[src/rtl/pipe_pkg.sv]
// Shared pipeline encodings: write-back source selects, CP0 opcodes and the
// multiply/divide sequencer state type.
package pipe_pkg;

    localparam logic [1:0] MTR_ALU = 2'd0;
    localparam logic [1:0] MTR_MEM = 2'd1;
    localparam logic [1:0] MTR_CP0 = 2'd2;

    localparam logic [2:0] MFC0 = 3'b001;

    typedef enum logic [1:0] {IDLE, BUSY, DONE} md_state_e;

    // A producer hits a source only if it really writes a non-zero register.
    function automatic logic reg_match(logic [4:0] src, logic [4:0] rw, logic wr);
        return wr && (rw != 5'd0) && (rw == src);
    endfunction

endpackage

[src/rtl/hazard_unit_if.sv]
// Pipeline-side signal bundle for hazard_unit; slave is the hazard unit,
// master is the pipeline (or a bench standing in for it).
interface hazard_unit_if #(
    parameter int unsigned CNT_W = 16
);
    logic [4:0]       id_rs;
    logic [4:0]       id_rt;
    logic             id_use_rs;
    logic             id_use_rt;
    logic             id_hilo_use;
    logic [4:0]       ex_rw;
    logic [4:0]       mem_rw;
    logic             ex_regWr;
    logic             mem_regWr;
    logic [1:0]       ex_memtoreg;
    logic [1:0]       mem_memtoreg;
    logic             md_start;
    logic             md_is_div;
    logic             exc_flush;
    logic             pc_write;
    logic             ifid_write;
    logic             ifid_flush;
    logic             idex_bubble;
    logic             md_busy;
    logic             md_done;
    logic             md_overrun;
    logic [CNT_W-1:0] stall_cycles;

    modport master (
        output id_rs, id_rt, id_use_rs, id_use_rt, id_hilo_use,
        output ex_rw, mem_rw, ex_regWr, mem_regWr, ex_memtoreg, mem_memtoreg,
        output md_start, md_is_div, exc_flush,
        input  pc_write, ifid_write, ifid_flush, idex_bubble,
        input  md_busy, md_done, md_overrun, stall_cycles
    );

    modport slave (
        input  id_rs, id_rt, id_use_rs, id_use_rt, id_hilo_use,
        input  ex_rw, mem_rw, ex_regWr, mem_regWr, ex_memtoreg, mem_memtoreg,
        input  md_start, md_is_div, exc_flush,
        output pc_write, ifid_write, ifid_flush, idex_bubble,
        output md_busy, md_done, md_overrun, stall_cycles
    );

endinterface

[src/rtl/md_sequencer.sv]
// Multiply/divide sequencer: tracks the in-flight HI/LO operation, pulses
// md_done when it completes and flags starts that arrive while busy.
module md_sequencer
    import pipe_pkg::*;
#(
    parameter int unsigned MUL_LAT = 4,
    parameter int unsigned DIV_LAT = 32
) (
    input  logic clk,
    input  logic rst,
    input  logic md_start,
    input  logic md_is_div,
    input  logic exc_flush,
    output logic md_busy,
    output logic md_done,
    output logic md_overrun
);

    localparam int unsigned CW = $clog2(DIV_LAT);
    // BUSY spans LAT-1 cycles and DONE is the LAT-th, so the count starts at LAT-2.
    localparam logic [CW-1:0] MUL_LOAD = CW'(MUL_LAT - 2);
    localparam logic [CW-1:0] DIV_LOAD = CW'(DIV_LAT - 2);

    md_state_e     state_q, state_d;
    logic [CW-1:0] cnt_q, cnt_d;
    logic          ovr_q, ovr_d;

    always_comb begin
        state_d = state_q;
        cnt_d   = cnt_q;
        ovr_d   = ovr_q | (md_start && (state_q == BUSY));
        if (exc_flush) begin
            state_d = IDLE;
            cnt_d   = '0;
        end else begin
            case (state_q)
                IDLE, DONE: begin
                    if (md_start) begin
                        state_d = BUSY;
                        cnt_d   = md_is_div ? DIV_LOAD : MUL_LOAD;
                    end else begin
                        state_d = IDLE;
                    end
                end
                BUSY: begin
                    if (cnt_q == '0) state_d = DONE;
                    else             cnt_d   = cnt_q - 1'b1;
                end
                default: state_d = IDLE;
            endcase
        end
    end

    always_ff @(posedge clk or posedge rst) begin
        if (rst) begin
            state_q <= IDLE;
            cnt_q   <= '0;
            ovr_q   <= 1'b0;
        end else begin
            state_q <= state_d;
            cnt_q   <= cnt_d;
            ovr_q   <= ovr_d;
        end
    end

    assign md_busy    = (state_q == BUSY);
    assign md_done    = (state_q == DONE);
    assign md_overrun = ovr_q;

endmodule

[src/rtl/hazard_unit.sv]
// Stall/flush generator: holds dependent ID instructions that forwarding
// cannot serve, sequences mult/div and applies exception flushes.
module hazard_unit
    import pipe_pkg::*;
#(
    parameter int unsigned MUL_LAT = 4,
    parameter int unsigned DIV_LAT = 32,
    parameter int unsigned CNT_W   = 16
) (
    input logic         clk,
    input logic         rst,
    hazard_unit_if.slave bus
);

    logic ex_hit, mem_hit;
    logic load_stall, cp0_stall, md_stall, stall;
    logic md_busy;
    logic [CNT_W-1:0] cnt_q, cnt_d;

    md_sequencer #(
        .MUL_LAT (MUL_LAT),
        .DIV_LAT (DIV_LAT)
    ) u_md_sequencer (
        .clk        (clk),
        .rst        (rst),
        .md_start   (bus.md_start),
        .md_is_div  (bus.md_is_div),
        .exc_flush  (bus.exc_flush),
        .md_busy    (md_busy),
        .md_done    (bus.md_done),
        .md_overrun (bus.md_overrun)
    );

    assign ex_hit  = (bus.id_use_rs && reg_match(bus.id_rs, bus.ex_rw, bus.ex_regWr)) ||
                     (bus.id_use_rt && reg_match(bus.id_rt, bus.ex_rw, bus.ex_regWr));
    assign mem_hit = (bus.id_use_rs && reg_match(bus.id_rs, bus.mem_rw, bus.mem_regWr)) ||
                     (bus.id_use_rt && reg_match(bus.id_rt, bus.mem_rw, bus.mem_regWr));

    // A load in MEM is forwardable; CP0 data only appears at WB, so MEM must still wait.
    assign load_stall = ex_hit && (bus.ex_memtoreg == MTR_MEM);
    assign cp0_stall  = (ex_hit && (bus.ex_memtoreg == MTR_CP0)) ||
                        (mem_hit && (bus.mem_memtoreg == MTR_CP0));
    assign md_stall   = bus.id_hilo_use && (md_busy || bus.md_start);
    assign stall      = load_stall || cp0_stall || md_stall;

    always_comb begin
        bus.pc_write    = 1'b1;
        bus.ifid_write  = 1'b1;
        bus.ifid_flush  = 1'b0;
        bus.idex_bubble = 1'b0;
        if (bus.exc_flush) begin
            bus.ifid_flush  = 1'b1;
            bus.idex_bubble = 1'b1;
        end else if (stall) begin
            bus.pc_write    = 1'b0;
            bus.ifid_write  = 1'b0;
            bus.idex_bubble = 1'b1;
        end
    end

    always_comb begin
        cnt_d = cnt_q;
        if (stall && !bus.exc_flush && (cnt_q != '1)) cnt_d = cnt_q + 1'b1;
    end

    always_ff @(posedge clk or posedge rst) begin
        if (rst) cnt_q <= '0;
        else     cnt_q <= cnt_d;
    end

    assign bus.md_busy      = md_busy;
    assign bus.stall_cycles = cnt_q;

endmodule

[src/flat_wrapper.sv]
// flat-port wrapper written by rule: the top's interface ports become plain ports
module hazard_unit_flat import pipe_pkg::*;
#(
    parameter int unsigned MUL_LAT = 4,
    parameter int unsigned DIV_LAT = 32,
    parameter int unsigned CNT_W   = 16
)
  (clk, rst, bus_id_rs, bus_id_rt, bus_id_use_rs, bus_id_use_rt, bus_id_hilo_use, bus_ex_rw, bus_mem_rw, bus_ex_regWr, bus_mem_regWr, bus_ex_memtoreg, bus_mem_memtoreg, bus_md_start, bus_md_is_div, bus_exc_flush, bus_pc_write, bus_ifid_write, bus_ifid_flush, bus_idex_bubble, bus_md_busy, bus_md_done, bus_md_overrun, bus_stall_cycles);
  hazard_unit_if #(.CNT_W(CNT_W)) bus_i ();
  input logic clk;
  input logic rst;
  input wire logic [$bits(bus_i.id_rs)-1:0] bus_id_rs;
  input wire logic [$bits(bus_i.id_rt)-1:0] bus_id_rt;
  input wire logic [$bits(bus_i.id_use_rs)-1:0] bus_id_use_rs;
  input wire logic [$bits(bus_i.id_use_rt)-1:0] bus_id_use_rt;
  input wire logic [$bits(bus_i.id_hilo_use)-1:0] bus_id_hilo_use;
  input wire logic [$bits(bus_i.ex_rw)-1:0] bus_ex_rw;
  input wire logic [$bits(bus_i.mem_rw)-1:0] bus_mem_rw;
  input wire logic [$bits(bus_i.ex_regWr)-1:0] bus_ex_regWr;
  input wire logic [$bits(bus_i.mem_regWr)-1:0] bus_mem_regWr;
  input wire logic [$bits(bus_i.ex_memtoreg)-1:0] bus_ex_memtoreg;
  input wire logic [$bits(bus_i.mem_memtoreg)-1:0] bus_mem_memtoreg;
  input wire logic [$bits(bus_i.md_start)-1:0] bus_md_start;
  input wire logic [$bits(bus_i.md_is_div)-1:0] bus_md_is_div;
  input wire logic [$bits(bus_i.exc_flush)-1:0] bus_exc_flush;
  output wire logic [$bits(bus_i.pc_write)-1:0] bus_pc_write;
  output wire logic [$bits(bus_i.ifid_write)-1:0] bus_ifid_write;
  output wire logic [$bits(bus_i.ifid_flush)-1:0] bus_ifid_flush;
  output wire logic [$bits(bus_i.idex_bubble)-1:0] bus_idex_bubble;
  output wire logic [$bits(bus_i.md_busy)-1:0] bus_md_busy;
  output wire logic [$bits(bus_i.md_done)-1:0] bus_md_done;
  output wire logic [$bits(bus_i.md_overrun)-1:0] bus_md_overrun;
  output wire logic [$bits(bus_i.stall_cycles)-1:0] bus_stall_cycles;
  assign bus_i.id_rs = bus_id_rs;
  assign bus_i.id_rt = bus_id_rt;
  assign bus_i.id_use_rs = bus_id_use_rs;
  assign bus_i.id_use_rt = bus_id_use_rt;
  assign bus_i.id_hilo_use = bus_id_hilo_use;
  assign bus_i.ex_rw = bus_ex_rw;
  assign bus_i.mem_rw = bus_mem_rw;
  assign bus_i.ex_regWr = bus_ex_regWr;
  assign bus_i.mem_regWr = bus_mem_regWr;
  assign bus_i.ex_memtoreg = bus_ex_memtoreg;
  assign bus_i.mem_memtoreg = bus_mem_memtoreg;
  assign bus_i.md_start = bus_md_start;
  assign bus_i.md_is_div = bus_md_is_div;
  assign bus_i.exc_flush = bus_exc_flush;
  assign bus_pc_write = bus_i.pc_write;
  assign bus_ifid_write = bus_i.ifid_write;
  assign bus_ifid_flush = bus_i.ifid_flush;
  assign bus_idex_bubble = bus_i.idex_bubble;
  assign bus_md_busy = bus_i.md_busy;
  assign bus_md_done = bus_i.md_done;
  assign bus_md_overrun = bus_i.md_overrun;
  assign bus_stall_cycles = bus_i.stall_cycles;
  hazard_unit #(.MUL_LAT(MUL_LAT), .DIV_LAT(DIV_LAT), .CNT_W(CNT_W)) u_core (.clk(clk), .rst(rst), .bus(bus_i));
endmodule
[config.mk]
export PLATFORM = sky130hd
export DESIGN_NAME = hazard_unit_flat
export DESIGN_NICKNAME = d
export VERILOG_FILES = /design/src/rtl/pipe_pkg.sv /design/src/rtl/hazard_unit_if.sv /design/src/rtl/md_sequencer.sv /design/src/rtl/hazard_unit.sv /design/src/flat_wrapper.sv
export SDC_FILE = /design/constraint.sdc
export NUM_CORES = 1
export LEC_CHECK = 0
export CELL_PAD_IN_SITES_DETAIL_PLACEMENT = 1
export CELL_PAD_IN_SITES_GLOBAL_PLACEMENT = 1
export CORE_AREA = 2 2 55 96
export CTS_CLUSTER_DIAMETER = 120
export CTS_CLUSTER_SIZE = 12
export DETAILED_ROUTE_END_ITERATION = 8
export DIE_AREA = 0 0 57 98
export PLACE_DENSITY_LB_ADDON = 0.15
export SETUP_SLACK_MARGIN = 0.05
export SLEW_MARGIN = 20
export SYNTH_ARGS = -nofsm -noshare
export SYNTH_HDL_FRONTEND = slang
export SYNTH_SLANG_ARGS = --single-unit
[constraint.sdc]
create_clock -name clk -period 3.2 [get_ports clk]
set_clock_uncertainty 0.05 [all_clocks]
set_input_delay 0.64 -clock clk [delete_from_list [all_inputs] [get_ports clk]]
set_output_delay 0.64 -clock clk [all_outputs]
set_load 0.05 [all_outputs]
# Word-level counts from Yosys, hierarchy flattened

Index checks and enable logic that the tools add are counted.

Bits in registers: 24
Input port bits: 34
Output and inout bits: 23
Logic and storage cells: 65

Bitwise logic cells: 1
Mux-type cells: 14
Reduce and logical (&&, ||, !) cells: 31
Add/subtract/negate cells: 2
Eq/ne operators: 13

Operator list:

| operator                                                            | number |
|---|---|
| 5-bit == test                                                       | 4 |
| 5-bit 2-to-1 mux                                                    | 4 |
| 1-bit logical AND                                                   | 17 |
| 16-bit by 1-bit adder with 16-bit output (second input constant)    | 1 |
| 16-bit inequality test (second input constant)                      | 1 |
| 5-bit one-hot mux with 2 select lines                               | 1 |
| 5-bit nonzero test                                                  | 2 |
| 3-bit inequality test (second input constant)                       | 3 |
| 2-bit == test (second input constant)                               | 3 |
| 1-bit logical OR                                                    | 6 |
| 1-bit 2-to-1 mux                                                    | 6 |
| 5-bit zero test                                                     | 1 |
| 5-bit by 1-bit subtractor with 5-bit output (second input constant) | 1 |
| 2-bit by 1-bit == test with 1-bit output (second input constant)    | 2 |
| 2-bit 2-to-1 mux                                                    | 2 |
| 2-bit one-hot mux with 2 select lines                               | 1 |
| 3-bit AND reduction                                                 | 1 |
| 3-bit nonzero test                                                  | 1 |
| 2-bit zero test                                                     | 1 |
| 2-bit OR reduction                                                  | 1 |
| 1-bit zero test                                                     | 1 |
| 1-bit bitwise OR                                                    | 1 |

# Longest topological paths before layout

Gate-level depths: netlist of run 1.

Depth after elaboration: 11
Depth in mapped cells: 9
Mapped depth without buffers: 8

# Cells and area by module

Synthesis of run 1 repeated with hierarchy kept, for this count alone.

Cells, all modules: 157
Area, all modules: 1560.2 µm²

Modules (own cells, without submodules):

| module       | seq. area each (µm²) | cells each | times used | area each (µm²) |
|---|---|---|---|---|
| hazard_unit  | 400.4                | 111        | 1          | 1106.1 |
| md_sequencer | 200.2                | 46         | 1          | 454.2 |

# Least setup slack after synthesis of run 1

Ideal clock, no wire load.

Path kind: in2out
Start: input port bus_mem_rw[0]
End: output port bus_pc_write
Path buffers: 2
Path slack: 0.036 ns
Arrival: 2.474 ns
Stages: 6
Cell sequence: or4_1 > o2111ai_1 > o221ai_4 > buf_2 > nand2b_1 > buf_4

Longest elaborated chain between the ends: 11
Elaborated cells between the ends (all ways): 15

Ends and longest elaborated chain:

| element                              | RTL line                             | source |
|---|---|---|
| from (decl)                          | flat_wrapper.sv:18                   | `input wire logic [$bits(bus_i.mem_rw)-1:0] bus_mem_rw;` |
| 5-bit nonzero test                   | pipe_pkg.sv:15                       | `return wr && (rw != 5'd0) && (rw == src);` |
| 1-bit logical AND (2 in series)      | pipe_pkg.sv:15                       |  |
| 1-bit logical AND (on tied branches) | hazard_unit.sv:36, hazard_unit.sv:37 |  |
| 1-bit logical OR (*)                 | hazard_unit.sv:36                    | `assign mem_hit = (bus.id_use_rs && reg_match(bus.id_rs, bus.mem_rw, bus.mem_regWr)) \|\|` |
| 1-bit logical AND (*)                | hazard_unit.sv:42                    | `(mem_hit && (bus.mem_memtoreg == MTR_CP0));` |
| 1-bit logical OR (*)                 | hazard_unit.sv:41                    | `assign cp0_stall = (ex_hit && (bus.ex_memtoreg == MTR_CP0)) \|\|` |
| 1-bit logical OR (*) (2 in series)   | hazard_unit.sv:44                    | `assign stall = load_stall \|\| cp0_stall \|\| md_stall;` |
| 1-bit 2-to-1 mux (*) (2 in series)   | --                                   |  |
| to (decl)                            | flat_wrapper.sv:26                   | `output wire logic [$bits(bus_i.pc_write)-1:0] bus_pc_write;` |

Every way passes the cells marked *; elsewhere a longest branch is shown, timed or not.

# Worst setup path in the final report of run 1

Start: input port bus_mem_rw[4]
End: output port bus_idex_bubble

Longest elaborated chain between the ends: 11
Elaborated cells between the ends (all ways): 15

Ends and longest elaborated chain:

| element                              | RTL line                             | source |
|---|---|---|
| 5-bit nonzero test                   | pipe_pkg.sv:15                       |  |
| 1-bit logical AND (2 in series)      | pipe_pkg.sv:15                       |  |
| 1-bit logical AND (on tied branches) | hazard_unit.sv:36, hazard_unit.sv:37 |  |
| 1-bit logical OR (*)                 | hazard_unit.sv:36                    |  |
| 1-bit logical AND (*)                | hazard_unit.sv:42                    |  |
| 1-bit logical OR (*)                 | hazard_unit.sv:41                    |  |
| 1-bit logical OR (*) (2 in series)   | hazard_unit.sv:44                    |  |
| 1-bit 2-to-1 mux (*)                 | hazard_unit.sv:54                    | `end else if (stall) begin` |
| 1-bit 2-to-1 mux (*)                 | hazard_unit.sv:51                    | `if (bus.exc_flush) begin` |
| to (decl)                            | flat_wrapper.sv:29                   | `output wire logic [$bits(bus_i.idex_bubble)-1:0] bus_idex_bubble;` |

Marked as above.

==> results of run 1 <==
cell type report:
cell class / instances / area, µm² / area share
clock inverter: 1 / 30.0 / 0.0129
timing repair buffer: 61 / 619 / 0.266
clock buffer: 3 / 41.3 / 0.0178
multi-input combinational: 123 / 940 / 0.404
sequential: 24 / 601 / 0.258
inverter: 7 / 26.3 / 0.0113
tap: 54 / 67.6 / 0.0291
worst register-to-register path: stages, from the launching register on:
cell and delay [ps]:
sky130_fd_sc_hd__dfrtp_1 380, sky130_fd_sc_hd__nand2b_1 260, sky130_fd_sc_hd__inv_1 230, sky130_fd_sc_hd__o21ai_1 140, sky130_fd_sc_hd__o221ai_4 110, sky130_fd_sc_hd__buf_4 270
sky130_fd_sc_hd__or4b_1 470, sky130_fd_sc_hd__xnor2_1 140
what timing repair did:
item / CTS / global route
endpoints found under the setup margin: 3 / 3
hold buffers: 0 / 0
cloned: 0 / 0
pin swaps: 7 / 5
gates resized for setup: 12 / 6
endpoints found under the hold margin: 0 / 0
setup buffers: 0 / 0
final timing paths:
path | start | cells past startpoint | end
max | bus_mem_rw[4] | 6 | bus_idex_bubble
min | u_core.u_md_sequencer.md_overrun | 1 | u_core.u_md_sequencer.md_overrun
max reg2reg | u_core.u_md_sequencer.state_q[1] | 7 | u_core.bus.stall_cycles[3]
min reg2reg | u_core.u_md_sequencer.md_overrun | 1 | u_core.u_md_sequencer.md_overrun
max in group asynchronous | rst | 2 | u_core.bus.stall_cycles[11]
min in group asynchronous | rst | 2 | u_core.bus.stall_cycles[1]
report_power, final:
part,switching [W],total (W),leakage (nW),internal (W)
registers,0.0000476,0.000391,0.317,0.000343
clock network,0.0000923,0.000259,0.0357,0.000167
logic,0.000262,0.000436,0.612,0.000174
total,0.000402,0.00109,0.965,0.000684
logic make-up after synthesis:
| logic type | after synthesis | synth area share |
|---|---|---|
| AOI/OAI and AO/OA | 20 | 0.101 |
| xor gates and xnor gates | 35 | 0.199 |
| adders and majority gates | 3 | 0.0244 |
| buffers and inverters | 14 | 0.0399 |
| DFF | 24 | 0.391 |
| muxes | 1 | 0.00732 |
| and+or+nand+nor | 64 | 0.238 |
layer usage:
metal | up-vias | routed length [µm]
met2 | 34 | 2880
met5 | - | 0
li1 | 685 | -
met1 | 718 | 1680
met4 | 0 | 63
met3 | 4 | 176
state kept, by name, indices dropped and copies added, names as in the netlist:
name,count
u_core.bus.stall_cycles,16
u_core.u_md_sequencer.state_q,2
u_core.u_md_sequencer.md_overrun,1
u_core.u_md_sequencer.cnt_q,5
metrics by stage:
step | worst slack, ps | TNS, ps | std cells
2_1_floorplan | 233 | 0 | 161
3_3_place_gp | -73.3 | -211 | 269
3_5_place_dp | -149 | -499 | 269
4_1_cts | 64.6 | 0 | 273
5_1_grt | 59.0 | 0 | 273
6_report | 105 | 0 | 273
Yosys cell counts (all sizes together) (3+ instances only):
| master | count |
|---|---|
| dfrtp | 24 |
| xnor2 | 18 |
| xor2 | 17 |
| nor2 | 11 |
| nand2 | 8 |
| nand4 | 8 |
| inv | 7 |
| nand3 | 6 |
| and3 | 5 |
| nor4 | 5 |
| o21ai | 5 |
| clkbuf | 4 |
| a21oi | 3 |
| and2 | 3 |
| and4 | 3 |
| buf | 3 |
| ha | 3 |
| nand2b | 3 |
==> summary.txt, run 1 <==
Ratio of cells with drive above 1 in the final layout -> 0.100
Cells taking the most area after synthesis -> sky130_fd_sc_hd__dfrtp_1 39%, sky130_fd_sc_hd__xnor2_1 10%, sky130_fd_sc_hd__xor2_1 9.7%
Worst-path cell chain -> clkdlybuf4s50_1 > or4_1 > o2111ai_2 > o221ai_4 > or2_1 > buf_6
Maximum number of pins on one net before global-route repair -> 25
Num ports -> 57
Sum of overflow across all layers after global routing -> 0
Syn Nets -> 198
Post-synthesis sequential element count -> 24
Detailed Routing Iterations Pass 1 -> 4
Post-Route Hold Slack -> 426 ps
Overall power -> 0.00109 W
Cell with the largest stage delay on the worst path -> sky130_fd_sc_hd__clkdlybuf4s50_1
Critical Path Max Stage Delay -> 470 ps
Violation count after the first detailed-routing iteration -> 18
Static leakage -> 0.965 nW
Synth warn -> 0
Via count of the routed design -> 1441
WL per Instance -> 17.6 µm
Number of global-route vias before repair -> 1613
Met1 usage in global routing -> 0.187
Largest area contributor in the netlist -> sky130_fd_sc_hd__dfrtp_1
Initial antenna violation count -> 0
Met2 Use GR -> 0.352
Number of CTS-inserted buffers -> 3
Global routing usage on met3 -> 0.0291
Final core utilization -> 0.479
Share of async-settable or async-resettable flops after synthesis -> 1.00
GPL Wtd Cong -> 0.882
Kind of cell with the highest combined delay on the critical path -> simple AND/OR/NAND/NOR gates
Clock latency on the worst-skew pair -> 260 ps
Global-route usage over all layers -> 0.180
Sort of element at the start of the critical path -> input pin
Count of endpoints failing hold in the final timing report -> 0
Number of standard-cell rows in the floorplan -> 34
Die Footprint -> 5590 µm²
Total setup violations reported at the end of the flow -> 0
EDFF count, synth -> 0
Post-DP HPWL -> 3.92 mm
Clock edge transition at the registers on the reported setup and hold paths -> 80 ps
Mean instance size in the synthesized netlist -> 9.55 µm²
Number of nets in the layout -> 257
Part of the cycle the worst path needs -> 0.967
Area growth, synth to finish -> 51.2%
Part of the Yosys area used for sequential elements -> 0.391
Type of the tightest min-delay check -> flip-flop to flip-flop
Drc violations -> 0
Type of destination of the critical path -> output pin
Total non-filler cell area in the finished layout -> 2320 µm²
CTS tree -> yes
Share of the synthesized area in the top cell type -> 0.391
Die height -> 98 µm
Worst Path Required -> 2510 ps
Slew @ Worst Pin -> 887 ps
Register-to-register setup slack -> 1040 ps
Final wirelength -> 4.81 mm
Number of antenna cells inserted -> 0
Commonest cells after routing, fill and taps aside -> 45 x sky130_fd_sc_hd__clkdlybuf4s50_1, 24 x sky130_fd_sc_hd__dfrtp_1, 18 x sky130_fd_sc_hd__xnor2_1
Most common library cell in the layout ignoring fill and taps -> sky130_fd_sc_hd__clkdlybuf4s50_1
Status -> finished clean
Clock Root Buffer -> sky130_fd_sc_hd__clkbuf_8
Busiest grt layer -> met2
X dimension of the die -> 57 µm
Number of levels in the clock H-tree -> 1
RSZ-0062 raised after global routing -> no
Netlist Area Pre-Place -> 1540 µm²
CP Buf/Inv Count -> 2
IO Port Bufs -> 56
Number of nets still failing antenna checks after routing -> 0
Type of the worst setup path -> input pin to output pin
Yosys cell types -> 38
Drt via density -> 5.28
Maximum net fanout on the critical path -> 3
Maximum frequency from static timing analysis -> 323 MHz
Cell area power density -> 467 nW/µm²
Clk sink count -> 24
Global-route wire length before repair -> 7.98 mm
Arrival @ worst endpoint -> 2410 ps
Core Box Area -> 4850 µm²
Number of max-cap violations -> 0
Number of buffers between clock root and the deepest sink -> 2
Count of filler cells inserted in the layout -> 558
Min Tclk post-route -> 3100 ps
Instance area after placement -> 2190 µm²
Initial Utilization -> 0.317
Worst rel slew slack -> 0.408
Count of final max-slew check failures -> 0
Cells after Synth -> 161
Max IR drop VDD -> 0.508 mV
Most frequently used flop master after synthesis -> sky130_fd_sc_hd__dfrtp_1
Power figures use the tool's default switching activity.
==> run 2, diff against run 1 <==
--- a/config.mk
+++ b/config.mk
@@ -5,6 +5,8 @@
 export SDC_FILE = /design/constraint.sdc
 export NUM_CORES = 1
 export LEC_CHECK = 0
+export ABC_AREA = 0
+export CAP_MARGIN = 20
 export CELL_PAD_IN_SITES_DETAIL_PLACEMENT = 1
 export CELL_PAD_IN_SITES_GLOBAL_PLACEMENT = 1
 export CORE_AREA = 2 2 55 96
==> results of run 2 <==
Final layout, timing and power as in run 1 (identical DEF).
==> run 3, diff against run 2 <==
--- a/config.mk
+++ b/config.mk
@@ -16,7 +16,7 @@
 export DIE_AREA = 0 0 57 98
 export PLACE_DENSITY_LB_ADDON = 0.15
 export SETUP_SLACK_MARGIN = 0.05
-export SLEW_MARGIN = 20
+export SLEW_MARGIN = 5
 export SYNTH_ARGS = -nofsm -noshare
 export SYNTH_HDL_FRONTEND = slang
 export SYNTH_SLANG_ARGS = --single-unit
==> results of run 3 <==
Final layout, timing and power as in run 1 (identical DEF).
